## config.mk

```make
export PLATFORM = sky130hd
export DESIGN_NAME = cache_arbiter_flat
export DESIGN_NICKNAME = d
export VERILOG_FILES = /design/src/rtl/cache_arbiter_if.sv /design/src/rtl/cache_arbiter.sv /design/src/flat_wrapper.sv
export SDC_FILE = /design/constraint.sdc
export NUM_CORES = 1
export LEC_CHECK = 0
export ABC_AREA = 0
export CAP_MARGIN = 40
export CORE_AREA = 2 2 534 536
export DETAILED_ROUTE_END_ITERATION = 8
export DIE_AREA = 0 0 536 538
export HOLD_SLACK_MARGIN = 0.1
export PLACE_DENSITY = 0.3
export SYNTH_ARGS = -nofsm -noshare
export SYNTH_HDL_FRONTEND = slang
export SYNTH_SLANG_ARGS = --single-unit
export TNS_END_PERCENT = 100
```

## constraint.sdc

```tcl
create_clock -name clk -period 2.4 [get_ports clk]
set_clock_uncertainty 0.2 [all_clocks]
set_input_delay 0.48 -clock clk [delete_from_list [all_inputs] [get_ports clk]]
set_output_delay 0.48 -clock clk [all_outputs]
set_load 0.005 [all_outputs]
```

## src/rtl/cache_arbiter_if.sv

```systemverilog
// Bus bundle between the I-cache, the D-cache, the cache arbiter and the
// cacheline adaptor. s_line is the line width, s_addr the address width.
// The master modport is the arbiter's view; slave is the caches/adaptor view.
interface cache_arbiter_if #(
  parameter int s_line = 256,
  parameter int s_addr = 32
);
  // I-cache side
  logic              i_read;
  logic [s_addr-1:0] i_address;
  logic [s_line-1:0] i_rdata;
  logic              i_resp;
  // D-cache side
  logic              d_read;
  logic              d_write;
  logic [s_addr-1:0] d_address;
  logic [s_line-1:0] d_wdata;
  logic [s_line-1:0] d_rdata;
  logic              d_resp;
  // Adaptor side
  logic              pmem_read;
  logic              pmem_write;
  logic [s_addr-1:0] pmem_address;
  logic [s_line-1:0] pmem_wdata;
  logic [s_line-1:0] pmem_rdata;
  logic              pmem_resp;
  // Ownership flag for performance counters
  logic              arbiter_data_state;

  modport master (
    input  i_read, i_address, d_read, d_write, d_address, d_wdata,
           pmem_rdata, pmem_resp,
    output i_rdata, i_resp, d_rdata, d_resp,
           pmem_read, pmem_write, pmem_address, pmem_wdata,
           arbiter_data_state
  );

  modport slave (
    output i_read, i_address, d_read, d_write, d_address, d_wdata,
           pmem_rdata, pmem_resp,
    input  i_rdata, i_resp, d_rdata, d_resp,
           pmem_read, pmem_write, pmem_address, pmem_wdata,
           arbiter_data_state
  );
endinterface

```

## src/rtl/cache_arbiter.sv

```systemverilog
// cache_arbiter: shares the single physical-memory port between the I-cache
// and the D-cache. One requester is granted at a time and keeps the port until
// pmem_resp; a single RELEASE cycle follows so the served cache can drop its
// request before the next arbitration.
// Optional feature macro ARB_RR_EN: when defined, simultaneous requests are
// granted to the side that was not served last; otherwise the D-cache always
// wins. Line/address widths come from the cache_arbiter_if parameters.
module cache_arbiter (
  input  logic           clk,
  input  logic           rst,
  cache_arbiter_if.master bus
);

  typedef enum logic [1:0] {IDLE, I_BUSY, D_BUSY, RELEASE} state_t;

  state_t state;
  logic   d_req;
  logic   grant_d;

`ifdef ARB_RR_EN
  typedef enum logic {GNT_I, GNT_D} grant_t;
  grant_t last_grant;
`endif

  assign d_req = bus.d_read | bus.d_write;

  // Arbitration decision used when leaving IDLE
  always_comb begin
    grant_d = d_req;
`ifdef ARB_RR_EN
    // On contention the side that was not served last wins
    if (d_req && bus.i_read) grant_d = (last_grant == GNT_I);
`endif
  end

  // Grant FSM; pmem command and ownership flag are registered so requests
  // never reach pmem_read/pmem_write combinationally
  always_ff @(posedge clk) begin
    if (rst) begin
      state                  <= IDLE;
      bus.pmem_read          <= 1'b0;
      bus.pmem_write         <= 1'b0;
      bus.arbiter_data_state <= 1'b0;
`ifdef ARB_RR_EN
      last_grant             <= GNT_I;
`endif
    end else begin
      case (state)
        IDLE: begin
          if (grant_d) begin
            state                  <= D_BUSY;
            // A write-back wins if both strobes are (illegally) high
            bus.pmem_write         <= bus.d_write;
            bus.pmem_read          <= bus.d_read & ~bus.d_write;
            bus.arbiter_data_state <= 1'b1;
          end else if (bus.i_read) begin
            state         <= I_BUSY;
            bus.pmem_read <= 1'b1;
          end
        end
        I_BUSY: begin
          if (bus.pmem_resp) begin
            state         <= RELEASE;
            bus.pmem_read <= 1'b0;
`ifdef ARB_RR_EN
            last_grant    <= GNT_I;
`endif
          end
        end
        D_BUSY: begin
          if (bus.pmem_resp) begin
            state                  <= RELEASE;
            bus.pmem_read          <= 1'b0;
            bus.pmem_write         <= 1'b0;
            bus.arbiter_data_state <= 1'b0;
`ifdef ARB_RR_EN
            last_grant             <= GNT_D;
`endif
          end
        end
        RELEASE: state <= IDLE;
        default: state <= IDLE;
      endcase
    end
  end

  // Route the granted side's address/data and forward resp only to it
  always_comb begin
    bus.pmem_address = '0;
    bus.pmem_wdata   = '0;
    bus.i_resp       = 1'b0;
    bus.d_resp       = 1'b0;
    case (state)
      I_BUSY: begin
        bus.pmem_address = bus.i_address;
        bus.i_resp       = bus.pmem_resp;
      end
      D_BUSY: begin
        bus.pmem_address = bus.d_address;
        bus.pmem_wdata   = bus.d_wdata;
        bus.d_resp       = bus.pmem_resp;
      end
      default: ;
    endcase
  end

  // Read data is broadcast; only the resp strobe qualifies it
  assign bus.i_rdata = bus.pmem_rdata;
  assign bus.d_rdata = bus.pmem_rdata;

  // The D-cache must never read and write-back at the same time
  a_no_dual_d_req : assert property (@(posedge clk) disable iff (rst)
    !(bus.d_read && bus.d_write))
    else $error("cache_arbiter: d_read and d_write asserted together");

endmodule

```

## src/flat_wrapper.sv

```systemverilog
// flat-port wrapper written by rule: the top's interface ports become plain ports
module cache_arbiter_flat 
  (clk, rst, bus_i_read, bus_i_address, bus_d_read, bus_d_write, bus_d_address, bus_d_wdata, bus_pmem_rdata, bus_pmem_resp, bus_i_rdata, bus_i_resp, bus_d_rdata, bus_d_resp, bus_pmem_read, bus_pmem_write, bus_pmem_address, bus_pmem_wdata, bus_arbiter_data_state);
  cache_arbiter_if #(.s_line(256), .s_addr(32)) bus_i ();
  input  logic clk;
  input  logic rst;
  input wire logic [$bits(bus_i.i_read)-1:0] bus_i_read;
  input wire logic [$bits(bus_i.i_address)-1:0] bus_i_address;
  input wire logic [$bits(bus_i.d_read)-1:0] bus_d_read;
  input wire logic [$bits(bus_i.d_write)-1:0] bus_d_write;
  input wire logic [$bits(bus_i.d_address)-1:0] bus_d_address;
  input wire logic [$bits(bus_i.d_wdata)-1:0] bus_d_wdata;
  input wire logic [$bits(bus_i.pmem_rdata)-1:0] bus_pmem_rdata;
  input wire logic [$bits(bus_i.pmem_resp)-1:0] bus_pmem_resp;
  output wire logic [$bits(bus_i.i_rdata)-1:0] bus_i_rdata;
  output wire logic [$bits(bus_i.i_resp)-1:0] bus_i_resp;
  output wire logic [$bits(bus_i.d_rdata)-1:0] bus_d_rdata;
  output wire logic [$bits(bus_i.d_resp)-1:0] bus_d_resp;
  output wire logic [$bits(bus_i.pmem_read)-1:0] bus_pmem_read;
  output wire logic [$bits(bus_i.pmem_write)-1:0] bus_pmem_write;
  output wire logic [$bits(bus_i.pmem_address)-1:0] bus_pmem_address;
  output wire logic [$bits(bus_i.pmem_wdata)-1:0] bus_pmem_wdata;
  output wire logic [$bits(bus_i.arbiter_data_state)-1:0] bus_arbiter_data_state;
  assign bus_i.i_read = bus_i_read;
  assign bus_i.i_address = bus_i_address;
  assign bus_i.d_read = bus_d_read;
  assign bus_i.d_write = bus_d_write;
  assign bus_i.d_address = bus_d_address;
  assign bus_i.d_wdata = bus_d_wdata;
  assign bus_i.pmem_rdata = bus_pmem_rdata;
  assign bus_i.pmem_resp = bus_pmem_resp;
  assign bus_i_rdata = bus_i.i_rdata;
  assign bus_i_resp = bus_i.i_resp;
  assign bus_d_rdata = bus_i.d_rdata;
  assign bus_d_resp = bus_i.d_resp;
  assign bus_pmem_read = bus_i.pmem_read;
  assign bus_pmem_write = bus_i.pmem_write;
  assign bus_pmem_address = bus_i.pmem_address;
  assign bus_pmem_wdata = bus_i.pmem_wdata;
  assign bus_arbiter_data_state = bus_i.arbiter_data_state;
  cache_arbiter u_core (.clk(clk), .rst(rst), .bus(bus_i));
endmodule
```

==> summary.txt, run 1 <==
STA
  • Worst Tran Pin Value: approximately 0.64 ns
  • Post-layout min period: 2.53 ns
  • Final Hold Fails: 0
  • Slew headroom: 57.2%
  • Count of final setup violators: about 130
  • Setup ws final: -0.134 ns
  • Final Cycle Share: 106%
  • Hold Slack: 0.275 ns
  • Max Fclk: 395 MHz
  • RSZ-0062 raised after global routing: true
  • Slew Limit Fails: 0

Critical path
  • CP Cell Sequence: inv_2 -> ha_4 -> buf_12 -> buf_16 -> buf_16 -> buf_16 -> and2_4 -> buf_12
  • Buf+Inv Stages, Crit Path: 6
  • CP required: 1.72 ns
  • Crit end category: output pin
  • CP dominant cell by count: buf_16
  • CP Class: reg -> out
  • CP max stage delay: 0.32 ns
  • Worst Path Max Fanout: 11
  • Crit path DAT: 1.85 ns
  • Cell family with most CP delay: buffers and inverters
  • CP Launch Type: flip-flop
  • Worst path slowest cell: dfxtp_2

Layout
  • Layout cell share with drive strength beyond 1: between 50 and 60%
  • Most common cell after layout, fill and taps aside: clkdlybuf4s50_1
  • Commonest cells after routing, fill and taps aside: clkdlybuf4s50_1 (326), and2_4 (175), buf_12 (137)
  • Nets: 1688
  • Design Area, Final: around 17000 sq um
  • Area growth syn-to-layout: 171%

Synth
  • Number of synthesized register bits: 5
  • Yosys top cell by area: buf_4
  • Cell Area, Synth: 6370 sq um
  • Yosys warns: 0
  • Synth Net Count: roughly 1500
  • Yosys top cell area share: between 60% and 70%
  • Cells after Synth: 909
  • Sequential area share after synthesis: 1.57%
  • Netlist cell types: 22
  • Syn_area_per_cell: 7.01 sq um
  • Ranking of synthesized cells by area: buf_4 (60%), and2_1 (25%), a22oi_1 (3.8%)

Clock network
  • CTS hold repair buffers: 0
  • TritonCTS buffer count: 3
  • CTS H-tree lvls: 1
  • Clock Sinks: 5
  • Max Root-Sink Buffers: 2
  • Clock transition at path regs: roughly 0.040 ns
  • Clk Tree Root Cell: clkbuf_16
  • Clk_lat worst skew: 0.23 ns
  • CTS tree: yes

Power and ir drop
  • Net Switching: 0.00700 W
  • Power Internal: 0.00937 W
  • P per Cell Area: 950 nW/um^2
  • Switching Share: a little over two fifths
  • Reg power frac: 0.9%
  • Worst VDD drop: 665 uV
  • Comb power frac: 97.3%
  • Final Power: 0.0164 W
  • Clock Power Share: 1.7%
  • Leak Pwr: approximately 6 nW

Run
  • Max-Cap Viols: 0

Status
  • Status: finished, violations left
  • Violated checks: setup timing

Die
  • Initial Util: 2.25%
  • Core area: 283000 sq um
  • Die Y: 538 microns
  • Die ar.: between 200000 and 300000 sq um
  • Die W: around 540 microns
  • I/O pins: 1387
  • # rows: 196

Detailed routing
  • Final ANT Viol Nets: 0
  • Pre-antenna DRT Iters: 4
  • Vias per cell: 1.48
  • Routed WL: 160000 microns
  • Drc violations: 0
  • DRT iter0 DRCs: 407
  • Avg WL per Cell: 32.8 microns
  • Vias: about 7200

Hold path
  • Hold Path Class: reg -> reg

Global route
  • GRT overflow: 0
  • Largest net degree at the start of global routing: 45
  • Number of global-route vias before repair: around 7200
  • Number of antenna violations at the first check in global routing: 70
  • Total Routing Usage GR: about a tenth
  • First-pass GRT wire length: between 150000 and 200000 microns

Place
  • Worst slack at placement: -0.314 ns
  • Final GP Congestion: roughly 0.84
  • Port Buffers: a little over 600
  • Area after DPL: 14700 sq um
  • Hpwl dp: around 150000 microns
layout make-up:
class,count,area [sq um]
well taps,3762,4710
flip-flops and latches,5,103
multi-input cells,350,3040
clock buffers,4,78.8
inverters,3,13.8
diodes,15,37.5
fillers,33300,266000
repair buffers,738,9270
cells in the mapped netlist:
master      n
nor3_1      1
buf_2       7
nand3b_1    1
buf_4     512
nor4b_2     1
nor2_1      2
and2_1    258
clkbuf_1   32
a22oi_1    32
o32ai_1     1
nand2_1     3
o21ai_1     1
inv_1       3
o21ai_0     2
o31ai_1     1
ha_1        5
nor2b_1    34
dfxtp_1     5
a21oi_1     3
or3_1       1
or4_1       2
nor3b_1     2
power groups by stage:
| stage | clock network, W | logic [W] | registers, W |
|---|---|---|---|
| 2_1_floorplan | 0 | 0.00296 | 0.000145 |
| 3_3_place_gp | 0 | 0.0107 | 0.000151 |
| 3_5_place_dp | 0 | 0.0106 | 0.000149 |
| 4_1_cts | 0.000287 | 0.0148 | 0.000154 |
| 5_1_grt | 0.000297 | 0.0167 | 0.000159 |
| 6_report | 0.000284 | 0.0159 | 0.000155 |
registers in the layout, summed over array words and instances (netlist names):
name	cells
u_core.state	2
u_core.bus.pmem_write	1
u_core.bus.pmem_read	1
u_core.bus.arbiter_data_state	1
metrics by stage:
stage          TNS [ns]  cells  util [%]
2_1_floorplan         0    909         -
3_3_place_gp     -19.69   4774      5.20
3_5_place_dp     -17.04   4774      5.20
4_1_cts          -22.58   4843      5.77
5_1_grt          -18.56   4865      6.08
6_report          -7.39   4877      6.09
final timing paths:
check	startpoint	endpoint	slack, ns	cells after the start
worst min register to register	u_core.bus.arbiter_data_state	u_core.bus.arbiter_data_state	0.28	2
worst min-delay path	u_core.bus.arbiter_data_state	u_core.bus.arbiter_data_state	0.28	2
worst max register to register	u_core.state[0]	u_core.bus.arbiter_data_state	0.11	10
worst max-delay path	u_core.state[0]	bus_pmem_wdata[96]	-0.13	8
cell families after synthesis:
| group | count (synthesis) | share of synthesized area, % |
|---|---|---|
| flops | 5 | 1.57 |
| compound gates | 40 | 4.50 |
| simple gates | 305 | 30.0 |
| fa+ha+maj | 5 | 0.982 |
| buf+inv | 554 | 63.0 |
layer usage:
metal | vias up | global-route usage [%] | share of wire (%)
li1 | 2687 | - | -
met1 | 3037 | 8.18 | 26
met2 | 1089 | 14.1 | 39
met3 | 393 | 14.4 | 30
met4 | 18 | 3.61 | 4.4
met5 | - | 0.609 | 0.22
worst reg2reg max path: cells and delay by family, from the launching register on:
kind | cells | cell delay (ns)
AO/OA/AOI/OAI | 1 | 0.08
adder cells (fa/ha/maj) | 1 | 0.18
AND/OR/NAND/NOR | 1 | 0.52
flip-flops | 1 | 0.33
buffers and inverters | 7 | 0.91
repair_timing:
action	in CTS	in global routing
gates resized for setup	662	254
setup endpoints to repair	262	265
pin swaps	10	14
setup buffers	47	17
gates cloned	19	16
Power figures use the tool's default switching activity.
==> run 2: changes to the inputs <==
Settings changed: CTS_CLUSTER_DIAMETER set to 200.
==> results of run 2 <==
The final DEF is identical to that of run 1; final timing and power are the same.
==> run 3: changes to the inputs <==
Settings changed: ABC_CLOCK_PERIOD_IN_PS set to 2600.
Clock period 2.4 ns to 2.6 ns, I/O delays scaled along.
==> summary.txt, run 3 (same netlist as run 1, synthesis figures left out) <==
Place
  • Final GP Congestion: 0.822 (was 0.842)
  • DP Cell Count: 4755 (was 4774)
  • Port Buffers: 618 (unchanged)
  • Hpwl dp: 146000 microns (about the same)

Critical path
  • Crit end category: output pin (unchanged)
  • CP dominant cell by count: clkdlybuf4s50_1 (was buf_16)
  • CP required: 1.88 ns (was 1.72 ns)
  • Worst Path Max Fanout: 1 (was 11)
  • Cell family with most CP delay: buffers and inverters (unchanged)
  • Buf+Inv Stages, Crit Path: 2 (was 6)
  • CP Cell Sequence: clkdlybuf4s50_1 -> and2_1 -> clkdlybuf4s50_1 (was inv_2 -> ha_4 -> buf_12 -> buf_16 -> buf_16 -> buf_16 -> and2_4 -> buf_12)
  • Worst path slowest cell: clkdlybuf4s50_1 (was dfxtp_2)
  • CP Class: in -> out (was reg -> out)
  • CP max stage delay: 0.66 ns (was 0.32 ns)
  • Crit path DAT: 1.92 ns (was 1.85 ns)
  • CP Launch Type: primary input (was flip-flop)

Detailed routing
  • Vias per cell: 1.44 (was 1.48)
  • DRT iter0 DRCs: 407 (unchanged)
  • Avg WL per Cell: 32.3 microns (was 32.8 microns)
  • Final ANT Viol Nets: 0 (unchanged)
  • Routed WL: 155000 microns (was 160000 microns)
  • Drc violations: 0 (unchanged)
  • Pre-antenna DRT Iters: 5 (was 4)
  • Vias: 6934 (was 7224)

Global route
  • First-pass GRT wire length: 167000 microns (was 173000 microns)
  • Total Routing Usage GR: 10.0% (was 10.4%)
  • Largest net degree at the start of global routing: 45 (unchanged)
  • Number of antenna violations at the first check in global routing: 66 (was 70)
  • GRT overflow: 0 (unchanged)
  • Number of global-route vias before repair: 6844 (was 7229)

Die
  • # rows: 196 (unchanged)
  • I/O pins: 1387 (unchanged)
  • Die ar.: 288000 sq um (unchanged)
  • Die W: 536 microns (unchanged)
  • Core area: 283000 sq um (unchanged)
  • Initial Util: 2.25% (unchanged)
  • Die Y: 538 microns (unchanged)

Layout
  • Layout filler cell count: 33400 (was 33300)
  • Max reg flops: 2 (unchanged)
  • Area growth syn-to-layout: 143% (was 171%)
  • Commonest cells after routing, fill and taps aside: clkdlybuf4s50_1 (335), and2_1 (209), buf_12 (122) (was clkdlybuf4s50_1 (326), and2_4 (175), buf_12 (137))
  • Most common cell after layout, fill and taps aside: clkdlybuf4s50_1 (unchanged)
  • Layout cell share with drive strength beyond 1: 26.9% (was 55.3%)
  • Largest register by flop count: u_core.state (unchanged)
  • Final non-filler cell total: 4806 (was 4877)
  • Nets: 1626 (was 1688)

Clock network
  • TritonCTS buffer count: 3 (unchanged)
  • Clock Sinks: 5 (unchanged)
  • Max Root-Sink Buffers: 2 (unchanged)
  • Clk Tree Root Cell: clkbuf_16 (unchanged)
  • CTS tree: yes (unchanged)
  • CTS hold repair buffers: 0 (unchanged)
  • CTS H-tree lvls: 1 (unchanged)
  • Clock transition at path regs: 0.03 ns (was 0.04 ns)
  • Clk_lat worst skew: 0.23 ns (about the same)

Power and ir drop
  • Leak Pwr: 5.42 nW (was 6.05 nW)
  • Final Power: 0.0114 W (was 0.0164 W)
  • Worst VDD drop: 453 uV (was 665 uV)
  • P per Cell Area: 737 nW/um^2 (was 950 nW/um^2)

STA
  • Setup TNS: -0.0428 ns (was -7.39 ns)
  • Worst Tran Pin Value: 0.470 ns (was 0.642 ns)
  • Setup ws final: -0.0428 ns (was -0.134 ns)
  • Final Cycle Share: 102%
  • Final Hold Fails: 0 (unchanged)
  • Post-layout min period: 2.64 ns
  • Max Fclk: 378 MHz
  • Count of final setup violators: 1 (was 126)
  • Slew headroom: 68.6% (was 57.2%)
  • Hold Slack: 0.259 ns (was 0.275 ns)
  • Slew Limit Fails: 0 (unchanged)

Status
  • Violated checks: setup timing (unchanged)
  • Status: finished, violations left (unchanged)

Hold path
  • Hold Path Class: reg -> reg (unchanged)

Run
  • Max-Cap Viols: 0 (unchanged)
-- run 3: path summary, 6_finish.rpt --
check,startpoint,to,slack [ns],cells past startpoint
max,bus_d_wdata[130],bus_pmem_wdata[130],-0.04,3
min,u_core.bus.arbiter_data_state,u_core.bus.arbiter_data_state,0.26,2
max reg2reg,u_core.state[0],u_core.bus.arbiter_data_state,0.70,7
min reg2reg,u_core.bus.arbiter_data_state,u_core.bus.arbiter_data_state,0.26,2
-- run 3: report_power, final --
group | internal [W] | switching [W]
Sequential | 0.000114 | 0.0000278
Combinational | 0.00568 | 0.00531
Clock | 0.000204 | 0.0000532
-- run 3: what timing repair did --
| item | CTS | global route |
|---|---|---|
| pin swaps | 6 | 4 |
| setup buffers | 11 | 18 |
| gates resized for setup | 200 | 62 |
| setup endpoints to repair | 166 | 115 |
| cloned | 5 | 8 |
-- run 3: worst register-to-register path: stages (launching register included) --
cell	delay (ns)
dfxtp_2	0.33
inv_2	0.06
ha_4	0.16
buf_12	0.14
buf_12	0.16
buf_6	0.17
or4_1	0.54
o21ai_1	0.08
-- run 3: routing by layer --
layer	GRT usage, %	vias up	routed length (microns)
met5	0.609	-	376
met4	3.03	20	6240
met3	15.0	380	50200
met2	13.8	1101	60600
met1	7.28	2895	38000
li1	-	2538	-
-- run 3: cell type report --
class	instances	area (sq um)	share of cell area, %
repair buffers	676	8040	52.0
well taps	3762	4710	30.5
multi-input cells	350	2490	16.1
flip-flops and latches	5	103	0.664
clock buffers	4	78.8	0.510
diodes	6	15.0	0.0972
inverters	3	11.3	0.0729
-- run 3: stage by stage --
stage | worst slack, ns | instance area (sq um) | utilization [%]
2_1_floorplan | 0.690 | 6370 | -
3_3_place_gp | -0.399 | 14600 | 5.14
3_5_place_dp | -0.373 | 14600 | 5.14
4_1_cts | -0.103 | 15000 | 5.28
5_1_grt | -0.00266 | 15400 | 5.45
6_report | -0.0428 | 15400 | 5.45
